--- src/rtl/keypad_scanner.sv ---
// -----------------------------------------------------------------------------
// keypad_scanner
//   Scans a 4x4 active-low matrix keypad. One column is driven low at a time.
//   The pulled-up rows are synchronized and sampled once per column dwell.
//   The first key found latches a 4-bit index and starts a HOLD phase. HOLD
//   ends after RELEASE_SAMPLES consecutive all-high samples. key_down is the
//   raw press level for the downstream debouncer.
//
// Ports
//   clk        in   system clock
//   reset_n    in   asynchronous active-low reset
//   row_n[3:0] in   keypad rows, active-low, asynchronous to clk
//   col_n[3:0] out  column drive, exactly one bit low
//   key_down   out  1 while a key is held (raw, may bounce)
//   key_code   out  {row, col} of the last detected key
//   code_valid out  one-cycle pulse when key_code is updated
// -----------------------------------------------------------------------------
module keypad_scanner #(
  parameter int CLK_FREQ        = 27_000_000,
  parameter int SCAN_HZ         = 1000,
  parameter int RELEASE_SAMPLES = 4
) (
  input  logic       clk,
  input  logic       reset_n,
  input  logic [3:0] row_n,
  output logic [3:0] col_n,
  output logic       key_down,
  output logic [3:0] key_code,
  output logic       code_valid
);

  localparam int DWELL = CLK_FREQ / SCAN_HZ;
  localparam int CNT_W = (DWELL > 1) ? $clog2(DWELL) : 1;
  localparam int REL_W = $clog2(RELEASE_SAMPLES + 1);

  localparam logic [CNT_W-1:0] CNT_LOAD = CNT_W'(DWELL - 1);
  localparam logic [REL_W-1:0] REL_LAST = REL_W'(RELEASE_SAMPLES - 1);

  typedef enum logic {
    S_SCAN,
    S_HOLD
  } state_t;

  state_t           r_state;
  logic [3:0]       r_sync1;
  logic [3:0]       r_rs_n;
  logic [CNT_W-1:0] r_cnt;
  logic [REL_W-1:0] r_rel_cnt;
  logic [1:0]       r_col;

  logic             w_sample;
  logic             w_any_low;
  logic [1:0]       w_row;
  logic [1:0]       w_col_next;
  logic [3:0]       w_col_next_n;

  assign w_sample   = (r_cnt == '0);
  assign w_any_low  = ~(&r_rs_n);
  assign w_col_next = r_col + 2'd1;

  // Active-low one-hot decode of the next column index.
  genvar gi;
  generate
    for (gi = 0; gi < 4; gi++) begin : g_col_dec
      assign w_col_next_n[gi] = (w_col_next != 2'(gi));
    end
  endgenerate

  // Lowest-index low row wins when several rows are pulled low together.
  always_comb begin
    w_row = 2'd0;
    for (int i = 3; i >= 0; i--) begin
      if (!r_rs_n[i]) begin
        w_row = 2'(i);
      end
    end
  end

  always_ff @(posedge clk or negedge reset_n) begin
    if (!reset_n) begin
      r_state    <= S_SCAN;
      r_sync1    <= 4'b1111;
      r_rs_n     <= 4'b1111;
      r_cnt      <= CNT_LOAD;
      r_rel_cnt  <= '0;
      r_col      <= 2'd0;
      col_n      <= 4'b1110;
      key_down   <= 1'b0;
      key_code   <= 4'h0;
      code_valid <= 1'b0;
    end else begin
      r_sync1    <= row_n;
      r_rs_n     <= r_sync1;
      code_valid <= 1'b0;

      // Column changes only ever happen on a sample, so one reload covers both.
      if (w_sample) begin
        r_cnt <= CNT_LOAD;
      end else begin
        r_cnt <= r_cnt - CNT_W'(1);
      end

      if (w_sample) begin
        case (r_state)
          S_SCAN: begin
            if (w_any_low) begin
              key_code   <= {w_row, r_col};
              code_valid <= 1'b1;
              key_down   <= 1'b1;
              r_rel_cnt  <= '0;
              r_state    <= S_HOLD;
            end else begin
              r_col <= w_col_next;
              col_n <= w_col_next_n;
            end
          end
          S_HOLD: begin
            if (w_any_low) begin
              // Any low row restarts the release count; no re-latch.
              r_rel_cnt <= '0;
            end else if (r_rel_cnt == REL_LAST) begin
              key_down  <= 1'b0;
              r_rel_cnt <= '0;
              r_col     <= w_col_next;
              col_n     <= w_col_next_n;
              r_state   <= S_SCAN;
            end else begin
              r_rel_cnt <= r_rel_cnt + REL_W'(1);
            end
          end
          default: r_state <= S_SCAN;
        endcase
      end
    end
  end

endmodule

--- config.mk ---
export PLATFORM = sky130hd
export DESIGN_NAME = keypad_scanner
export DESIGN_NICKNAME = d
export VERILOG_FILES = /design/src/rtl/keypad_scanner.sv
export SDC_FILE = /design/constraint.sdc
export NUM_CORES = 1
export LEC_CHECK = 0
export CAP_MARGIN = 0
export CORE_MARGIN = 2
export CORE_UTILIZATION = 55
export CTS_BUF_LIST = sky130_fd_sc_hd__clkbuf_8
export DETAILED_ROUTE_END_ITERATION = 12
export DONT_BUFFER_PORTS = 1
export GPL_TIMING_DRIVEN = 0
export PLACE_DENSITY = 0.78
export SETUP_SLACK_MARGIN = 0.3
export SLEW_MARGIN = 20
export SYNTH_ARGS = -nofsm -noshare
export SYNTH_HDL_FRONTEND = slang
export SYNTH_SLANG_ARGS = --single-unit
--- constraint.sdc ---
create_clock -name clk -period 3.7 [get_ports clk]
set_clock_uncertainty 0.1 [all_clocks]
set_input_delay 0.555 -clock clk [delete_from_list [all_inputs] [get_ports clk]]
set_output_delay 0.555 -clock clk [all_outputs]
set_load 0.005 [all_outputs]
Word level (Yosys, flattened, before mapping)
Cells that the tools add are included.

word-level totals
  register bits = 39
  bits in latches = 0
  RAM bits = 0
  ROM bits = 0
  bits of input ports = 6
  output and inout bits = 10
  logic and storage cells = 57
  memories kept = 0

operators by class
  add/sub/neg operators = 3
  multiply operators = 0
  divide/modulo/power cells = 0
  magnitude comparators = 0
  equal/unequal tests = 8
  shift operators = 0
  multiplexer cells = 27
  bitwise operators = 2
  reductions and logical operators = 7

operator list
  operator               count
  $logic_not 15->1       1
  $mux 15                1
  $sub 15x1->15 const B  1
  $mux 2                 7
  $mux 4                 3
  $reduce_and 4->1       3
  $mux 3                 3
  $mux 1                 8
  $ne 2x2->1 const B     4
  $pmux 4 s2             1
  $ne 2x1->1 const B     3
  $pmux 3 s2             1
  $pmux 1 s2             2
  $pmux 2 s2             1
  $add 3x1->3 const B    1
  $eq 3x2->1 const B     1
  $reduce_and 3->1       1
  $add 2x1->2 const B    1
  $not 1->1              2
  $reduce_and 2->1       1
  $reduce_bool 2->1      1

Depth between registers and ports, before layout
Gate-level depths: netlist (run 1).

  depth in word-level cells = 5
  gate-level depth with buffers = 7
  gate-level depth less buffers = 6

Worst setup path before layout (run 1)
No wires, ideal clock.

  path kind = register -> register
  from = register r_cnt[3]
  to = register key_code[0]
  library setup time = 0.125 ns
  data arrival time = 1.819 ns
  data required time = 3.475 ns
  slack = 1.656 ns
  stages on the path, launching flop included = 6
  path buffers = 1
  period minus slack after synthesis = 2.044 ns
  cells stage by stage = dfrtp_1 > nor4_4 > nand4_2 > or3_1 > buf_6 > mux2_4

on the way
  longest elaborated chain between the ends = 2

ends and longest elaborated chain
  item                        RTL line  RTL
  from (decl)                 47        logic [CNT_W-1:0] r_cnt;
  from (signal assigned)      100       r_cnt <= r_cnt - CNT_W'(1);
  $logic_not 15->1            57        assign w_sample = (r_cnt == '0);
  $reduce_and 3->1 (no line)  --
  to (signal assigned)        107       key_code <= {w_row, r_col};
  to (decl)                   28        output logic [3:0] key_code,

No other way between the ends.
A chain may end at the register's enable or synchronous reset.

Worst setup path in the final report (run 1)
  from = register r_cnt[3]
  to = register key_code[2]

The elaborated chain is that of the path after synthesis.

==> impl_metrics.py, run 1 <==
metrics = {
    "critical_path": {
        "r2r_setup_slack_ns": 1.47,
        "arrival_ns": 2.31,
        "worstSetupPathType": "reg -> reg",
        "startpoint_type": "register",
        "worst-endpoint-required_ns": 3.78,
        "reg2reg_from": "r_cnt[3]",
        "end_kind": "register",
        "r2r_cells": 5,
        "crit_fanout": 10,
        "rr_endpoint": "key_code[2]",
    },
    "power": {
        "p_int_uw": 657,
        "combPwrFrac_pct": 1.7,
        "max-vdd-ir-drop_uv": 313,
        "leakage_uw": 0.000902,
        "share_seq_of_total_power_pct": 54.0,
        "switching_share_pct": 18.9,
        "p_per_area_nw_per_um2": 414,
        "clkPwrFrac_pct": 44.3,
        "p_sw_uw": 154,
    },
    "route": {
        "drt-total-wl_mm": 2.80,
        "via_count": 1066,
        "routedWlPerCell_um": 14.1,
        "ant_nets": 0,
        "drt-pass1-iter-count": 5,
        "drcViolationCount": 0,
        "vias_per_cell": 5.36,
        "drt-initial-drc-count": 30,
    },
    "floorplanning": {
        "ios": 16,
        "die_h_um": 60.5,
        "start_util_pct": 57.5,
        "die_area_um2": 3660,
        "core_um2": 3050,
        "die_x_um": 60.5,
        "rows": 20,
    },
    "place": {
        "port_buffers": 0,
        "dp_cells": 189,
        "dp_hpwl_mm": 2.00,
        "gp_congestion": 0.838,
    },
    "yosys": {
        "synth_warnings": 0,
        "synth_edf_count": 0,
        "synth-seq-cells": 39,
        "synthCells": 145,
        "synth_area_um2": 1760,
        "ys_async_sr_fraction_pct": 100,
        "yosysSeqAreaShare_pct": 57.1,
        "ys_types": 38,
        "synth.avg_cell_area_um2": 12.1,
        "synth_fp_nets": 158,
        "synth-main-ff-cell": "dfstp_2",
    },
    "sta": {
        "setup_viol": 0,
        "max_freq_ghz": 0.448,
        "fin_crit_ns": 2.23,
        "timing_hold_violations_final": 0,
        "tightest_slew_ns": 0.582,
        "relSlewSlack_pct": 60.8,
        "report.final.slew_viol_count": 0,
        "rsz0062_at_grt": "false",
        "period_share_pct": 60.4,
        "fin_tns_setup_ns": 0,
    },
    "clock_tree": {
        "path_clk_slew_ns": 0.07,
        "cts_inserted_buffers": 5,
        "cts_max_level": 2,
        "insertion_delay_ns": 0.29,
        "post_cts_buffers": 0,
        "clock_path_buffers": 2,
        "cts_tree": "built",
        "clock-sinks": 39,
        "cts_root_buffer": "clkbuf_8",
        "cts_resized": 0,
        "hold_buffers": 2,
    },
    "hold_path": {
        "hold_path_class": "in -> reg",
        "min_to": "r_sync1[0]",
        "hold_depth": 0,
        "hp-start": "row_n[0]",
    },
    "global_route": {
        "grt_pass1_vias": 1115,
        "grt_max_degree": 40,
        "grt_pass1_wl_mm": 4.98,
        "overflow": 0,
        "track_usage_pct": 19.0,
        "antenna_found_initial": 0,
    },
    "finish": {
        "final_nets": 167,
        "finalNonFillerCells": 199,
        "multi_input_area_um2": 698,
        "area_growth_pct": 11.5,
        "fillers": 255,
        "regArea_um2": 1000,
        "antenna_cells": 0,
        "drive_above_1_share_pct": 27.1,
    },
    "status": {
        "status": "finished, final reports clean",
    },
    "job": {
        "maxCapViolCount": 0,
    },
}
## how the worst max path moves through the flow
stage	from	endpoint	slack, ns
6_report	r_cnt[3]	key_code[2]	1.47
5_1_grt	r_cnt[10]	key_code[1]	1.36
4_1_cts	r_cnt[3]	key_code[1]	1.45
3_5_place_dp	r_cnt[3]	key_code[0]	1.48
3_3_place_gp	r_cnt[3]	key_code[0]	1.51
2_1_floorplan	r_cnt[3]	key_code[0]	1.66
## state kept, by name (all words and copies together), names as in the netlist
name        count
code_valid      1
r_col           2
r_state         1
key_down        1
r_rel_cnt       3
col_n           4
key_code        4
r_sync1         4
r_cnt          15
r_rs_n          4
## power by group through the flow
stage,Combinational (uW),Sequential [uW],Clock (uW)
6_report,13.7,438,359
5_1_grt,16.1,438,388
4_1_cts,14.3,437,369
3_5_place_dp,2.73,445,0
3_3_place_gp,2.68,444,0
2_1_floorplan,2.40,444,0
## layout by cell type (no fill, tap or decap), types with 6 or more instances in the layout
cell type	count
clkbuf_8	6
dfrtp_1	18
dfstp_2	21
ha_1	7
inv_1	8
nand2_1	10
nor2_1	12
## cells in the mapped netlist, drive strengths merged, types with 5 or more instances
| cell type | count | area, um2 |
|---|---|---|
| mux2 | 6 | 82.6 |
| inv | 9 | 33.8 |
| a21oi | 5 | 25.0 |
| nor3 | 5 | 25.0 |
| ha | 7 | 87.6 |
| xnor2 | 5 | 43.8 |
| nor2 | 12 | 45.0 |
| dfstp | 21 | 552 |
| o21ai | 5 | 25.0 |
| mux2i | 5 | 50.1 |
| dfrtp | 18 | 450 |
| nand2 | 10 | 37.5 |
## per-layer routing
| layer | vias up | track usage [%] | routed length, um |
|---|---|---|---|
| li1 | 521 | - | - |
| met3 | 4 | 7.04 | 128 |
| met5 | - | 0 | 0 |
| met2 | 20 | 30.3 | 1430 |
| met1 | 521 | 24.0 | 1220 |
| met4 | 0 | 7.14 | 20 |
## per-stage QoR
| stage | area (um2) | util, % | setup WS [ns] | hold WS [ns] | power, uW |
|---|---|---|---|---|---|
| finish | 1960 | 64.2 | 1.47 | 0.158 | 811 |
| global route | 1960 | 64.2 | 1.36 | 0.135 | 842 |
| CTS | 1960 | 64.2 | 1.45 | 0.145 | 820 |
| detailed placement | 1810 | 59.3 | 1.48 | 0.161 | 448 |
| global placement | 1810 | 59.3 | 1.51 | 0.161 | 447 |
| floorplan | 1760 | - | 1.66 | 0.159 | 446 |
## layout make-up
type / count / area share [%]
Clock inverter: 2 / 1.79
Inverter: 9 / 1.72
Tap cell: 44 / 2.81
Sequential cell: 39 / 51.1
Buffer: 3 / 1.15
Timing Repair Buffer: 2 / 1.53
Clock buffer: 6 / 4.21
Multi-Input combinational cell: 94 / 35.6
## worst max-delay path: stages, from the launching register on
cell and delay, ns:
dfrtp_1 0.45, nor4_4 0.56, nand4_2 0.17, or3_1 0.40, buf_6 0.15, mux2_4 0.29
## kinds of logic (layout without fill, tap and decap cells)
family          count (synthesis)  count (layout)  synth area share, %
simple gates                   51              51                 17.3
mux                            11              11                 7.55
flops                          39              39                 57.1
fa+ha+maj                       7               7                 4.99
xor+xnor                        8               8                 3.99
compound gates                 17              17                 5.91
buf+inv                        12              22                 3.20
Note: power is estimated with default switching activity, not from simulation.
==> run 2: changes to the inputs <==
Clock period 3.7 ns to 2.1 ns, I/O delays scaled along.
==> run 2 against run 1 <==
  * Wire length increased by 30%
  * Design area grew 19%
  * Via count rose by 17%
  * First-iteration DRC count increased by 30%
  * Setup slack worse by 1.4 ns
  * Register-to-register slack lost 1.4 ns
  * Utilization increased by 12 points
  * Die area unchanged
  * Sequential power grew 76%
  * Largest power group unchanged
  * Highest routed layer unchanged
==> impl_metrics.py, run 2 (synthesis results as in run 1) <==
metrics = {
    "status": {
        "status": "finished, final reports clean",
    },
    "finish": {
        "antenna_cells": 0,
        "area_growth_pct": 33.2,
        "drive_above_1_share_pct": 48.4,
        "regArea_um2": 1000,
        "largest_reg_flops": 15,
        "multi_input_area_um2": 832,
        "final_nets": 196,
        "fillers": 182,
        "finalNonFillerCells": 228,
        "final_cell_mix": "dfstp_2 (21), dfrtp_1 (17), buf_4 (15)",
        "final_common_cell": "dfstp_2",
        "regMostFlops": "r_cnt",
    },
    "global_route": {
        "antenna_found_initial": 0,
        "grt_max_degree": 40,
        "grt_pass1_vias": 1285,
        "track_usage_pct": 21.2,
        "overflow": 0,
        "grt_pass1_wl_mm": 5.67,
    },
    "route": {
        "via_count": 1248,
        "vias_per_cell": 5.47,
        "ant_nets": 0,
        "drcViolationCount": 0,
        "routedWlPerCell_um": 15.9,
        "drt-total-wl_mm": 3.63,
        "drt-initial-drc-count": 39,
        "drt-pass1-iter-count": 4,
    },
    "critical_path": {
        "arrival_ns": 2.15,
        "path_cells": "inv_2 > ha_4 > nor4b_4 > nand4_2 > or3_4 > buf_6 > mux2_4",
        "worst-endpoint-required_ns": 2.17,
        "crit_fanout": 6,
        "worstSetupPathType": "reg -> reg",
        "end_kind": "register",
        "r2r_setup_slack_ns": 0.02,
        "worst-path-buf-inv": 2,
        "crit_path_top_delay_cell": "or3_4",
        "critical_path.top_delay_family": "simple AND/OR/NAND/NOR gates",
        "startpoint_type": "register",
        "max_stage_delay_ns": 0.41,
    },
    "power": {
        "max-vdd-ir-drop_uv": 470,
        "leakage_uw": 0.00105,
        "p_per_area_nw_per_um2": 539,
    },
    "clock_tree": {
        "clock-sinks": 39,
        "cts_tree": "built",
        "cts_max_level": 2,
        "cts_inserted_buffers": 5,
        "cts_root_buffer": "clkbuf_8",
        "path_clk_slew_ns": 0.07,
        "insertion_delay_ns": 0.28,
        "clock_path_buffers": 2,
    },
    "floorplanning": {
        "die_h_um": 60.5,
        "ios": 16,
        "die_area_um2": 3660,
        "start_util_pct": 57.5,
        "core_um2": 3050,
        "rows": 20,
        "die_x_um": 60.5,
    },
    "job": {
        "maxCapViolCount": 0,
    },
    "sta": {
        "rsz0062_at_grt": "true",
        "max_freq_ghz": 0.481,
        "tightest_slew_ns": 0.491,
        "timing_hold_violations_final": 0,
        "relSlewSlack_pct": 66.9,
        "fin_crit_ns": 2.08,
        "period_share_pct": 99.0,
        "report.final.slew_viol_count": 0,
        "setup_viol": 0,
        "layout_setup_ws_ns": 0.0210,
    },
    "place": {
        "port_buffers": 0,
        "dp_cells": 189,
        "gp_congestion": 0.847,
        "dp_hpwl_mm": 2.04,
        "place_ws_ns": -0.0756,
    },
    "hold_path": {
        "hold_path_class": "reg -> reg",
    },
}
-- run 2: cell types whose count changed in the layout (fill, tap and decap cells not counted), sizes merged --
cell / before / now
buf: 3 / 29
dlygate4sd3: 1 / 5
clkbuf: 7 / 5
inv: 9 / 11
bufinv: 1 / 0
-- run 2: what timing repair did --
action                                  CTS  global route
hold buffers                              6             0
endpoints found under the hold margin    43             0
endpoints found under the setup margin   18            24
gates resized for setup                  10            27
buffers inserted                         18             7
pin swaps                                 7            13
-- run 2: worst paths after layout --
check                           start          end  cells past startpoint
max in group asynchronous     reset_n     r_cnt[4]                      2
max                          r_cnt[0]  key_code[2]                      7
min reg2reg                r_sync1[3]    r_rs_n[3]                      0
max reg2reg                  r_cnt[0]  key_code[2]                      7
min in group asynchronous     reset_n     r_cnt[9]                      2
min                        r_sync1[3]    r_rs_n[3]                      0
-- run 2: layer usage --
layer | track usage [%] | share of wire, % | vias up
met5 | 0 | 0 | -
met4 | 11.8 | 3.6 | 0
met3 | 5.33 | 2.8 | 16
met2 | 35.2 | 52 | 27
met1 | 25.3 | 41 | 626
li1 | - | - | 579
-- run 2: area by class of cell --
type	instances	share of cell area, %
Tap cell	44	2.35
Clock buffer	5	2.94
Buffer	3	1.28
Clock inverter	3	0.535
Timing Repair Buffer	31	13.0
Sequential cell	39	42.9
Inverter	9	1.44
Multi-Input combinational cell	94	35.6
-- run 2: power breakdown --
group          leakage [uW]  switching (uW)  internal, uW
Sequential         0.000459            4.42           767
Combinational      0.000538            18.2          12.2
Clock             0.0000505             237           223
-- run 2: through the flow --
stage / total power, uW / hold slack, ns / instance area [um2] / util (%) / setup TNS [ns]
6_report: 1260 / 0.258 / 2340 / 76.6 / 0
5_1_grt: 1310 / 0.260 / 2340 / 76.6 / -0.102
4_1_cts: 1270 / 0.259 / 2170 / 71.1 / 0
3_5_place_dp: 789 / -0.0795 / 1830 / 60.1 / -0.280
3_3_place_gp: 788 / -0.0793 / 1830 / 60.1 / -0.123
2_1_floorplan: 787 / -0.0806 / 1780 / - / 0
==> run 3: changes to the inputs <==
Settings changed: CTS_BUF_LIST sky130_fd_sc_hd__clkbuf_8 to unset, TNS_END_PERCENT set to 100.
==> run 3 against run 2 <==
  * Global-route usage is 0.87 points lower
  * Sequential power hardly changed
  * Non-clock buffer count is 2 lower
  * Final cell count is 0.88% lower
==> impl_metrics.py, run 3 (synthesis results as in run 1) <==
metrics = {
    "global_route": {
        "overflow": 0,
        "grt_pass1_vias": 1242,
        "grt_pass1_wl_mm": 5.48,
        "track_usage_pct": 20.4,
        "top_usage_layer": "met2",
        "antenna_found_initial": 0,
        "met3_usage_pct": 4.69,
        "grt_use_met2_pct": 34.3,
        "grtUsageMet1_pct": 25.0,
        "grt_max_degree": 40,
    },
    "finish": {
        "final_nets": 194,
        "fillers": 194,
        "multi_input_area_um2": 841,
        "drive_above_1_share_pct": 48.4,
        "regArea_um2": 1000,
        "finalNonFillerCells": 226,
        "final_cell_area_um2": 2300,
        "final_common_cell": "dfstp_2",
        "area_growth_pct": 30.8,
        "antenna_cells": 0,
        "final_cell_mix": "dfstp_2 (21), dfrtp_1 (17), buf_4 (13)",
        "largest_reg_flops": 15,
        "final_core_util_pct": 75.3,
        "regMostFlops": "r_cnt",
    },
    "critical_path": {
        "rr_endpoint": "key_code[2]",
        "r2r_cells": 7,
        "worst-endpoint-required_ns": 2.23,
        "crit_fanout": 6,
        "worstSetupPathType": "reg -> reg",
        "critPathLaunch": "r_cnt[0]",
        "arrival_ns": 2.19,
        "end_kind": "register",
        "endpoint": "key_code[2]",
        "startpoint_type": "register",
        "r2r_setup_slack_ns": 0.04,
        "reg2reg_from": "r_cnt[0]",
    },
    "route": {
        "drt-pass1-iter-count": 4,
        "drcViolationCount": 0,
        "via_count": 1230,
        "routedWlPerCell_um": 16.2,
        "ant_nets": 0,
        "drt-total-wl_mm": 3.66,
        "drt-initial-drc-count": 54,
        "vias_per_cell": 5.44,
    },
    "place": {
        "dp_hpwl_mm": 2.04,
        "dpl_cell_area_um2": 1830,
        "port_buffers": 0,
        "dp_cells": 189,
        "gp_congestion": 0.847,
        "place_ws_ns": -0.0756,
    },
    "job": {
        "maxCapViolCount": 0,
    },
    "power": {
        "max-vdd-ir-drop_uv": 490,
        "p_int_uw": 909,
        "switching_share_pct": 21.7,
        "combPwrFrac_pct": 2.6,
        "leakage_uw": 0.00103,
        "p_per_area_nw_per_um2": 505,
        "share_seq_of_total_power_pct": 66.4,
        "p_sw_uw": 251,
        "clkPwrFrac_pct": 31.0,
    },
    "floorplanning": {
        "die_area_um2": 3660,
        "rows": 20,
        "core_um2": 3050,
        "start_util_pct": 57.5,
        "die_h_um": 60.5,
        "die_x_um": 60.5,
        "ios": 16,
    },
    "clock_tree": {
        "clock-sinks": 39,
        "insertion_delay_ns": 0.33,
        "clock_path_buffers": 2,
        "cts_max_level": 2,
        "cts_inserted_buffers": 5,
        "path_clk_slew_ns": 0.11,
        "cts_root_buffer": "clkbuf_4",
        "cts_tree": "built",
    },
    "sta": {
        "period_share_pct": 98.1,
        "report.final.slew_viol_count": 0,
        "timing_hold_violations_final": 0,
        "fin_crit_ns": 2.06,
        "layout_setup_ws_ns": 0.0395,
        "setup_viol": 0,
        "rsz0062_at_grt": "true",
        "relSlewSlack_pct": 64.2,
        "tightest_slew_ns": 0.531,
        "max_freq_ghz": 0.485,
    },
    "hold_path": {
        "hold_path_class": "reg -> reg",
    },
    "status": {
        "status": "finished, final reports clean",
    },
}
-- run 3: area by class of cell --
| cell class | count | area share [%] |
|---|---|---|
| plain buffers | 3 | 1.14 |
| inverters | 9 | 1.47 |
| clock buffers | 7 | 1.96 |
| multi-input cells | 94 | 36.6 |
| flip-flops and latches | 39 | 43.7 |
| clock inverters | 1 | 0.218 |
| repair buffers | 29 | 12.6 |
| well taps | 44 | 2.40 |
-- run 3: power by group through the flow --
| stage | clock network, uW | logic, uW | registers (uW) |
|---|---|---|---|
| 2_1_floorplan | 0 | 4.23 | 782 |
| 5_1_grt | 395 | 34.8 | 772 |
| 6_report | 359 | 30.5 | 771 |
| 4_1_cts | 366 | 31.4 | 771 |
| 3_5_place_dp | 0 | 5.22 | 784 |
| 3_3_place_gp | 0 | 4.80 | 784 |
-- run 3: worst min-delay path by stage --
stage                     depth (start not counted)  slack [ns]         end        from
after global routing                              0        0.27   r_rs_n[3]  r_sync1[3]
final                                             0        0.26   r_rs_n[3]  r_sync1[3]
after floorplan                                   0       -0.08  code_valid     reset_n
after detailed placement                          0       -0.08    r_cnt[9]     reset_n
after CTS                                         0        0.26   r_rs_n[3]  r_sync1[3]
after global placement                            0       -0.08    r_cnt[9]     reset_n
-- run 3: timing repair --
action	in CTS	in global routing
hold endpoints to repair	43	0
setup endpoints to repair	18	23
hold buffers	6	0
buffers inserted	18	5
pin swaps	7	13
cloned	0	0
gates resized for setup	10	28
-- run 3: critical path, cell delays in order, from the launching register on --
cell and delay (ns):
dfstp_2 0.39, inv_2 0.07, ha_4 0.13, nor4b_4 0.25, nand4_2 0.18, or3_4 0.40
buf_6 0.14, mux2_4 0.29
-- run 3: per-stage QoR --
stage	hold slack (ns)	setup TNS [ns]	total power (uW)
floorplan	-0.0806	0	787
global placement	-0.0793	-0.123	788
detailed placement	-0.0795	-0.280	789
CTS	0.263	0	1170
global route	0.266	-0.116	1200
finish	0.263	0	1160
-- run 3: per-layer routing --
| layer | vias up | part of all wire (%) |
|---|---|---|
| met3 | 2 | 2.2 |
| met2 | 16 | 56 |
| met4 | 0 | 0.41 |
| met1 | 635 | 42 |
| li1 | 577 | - |
| met5 | - | 0 |
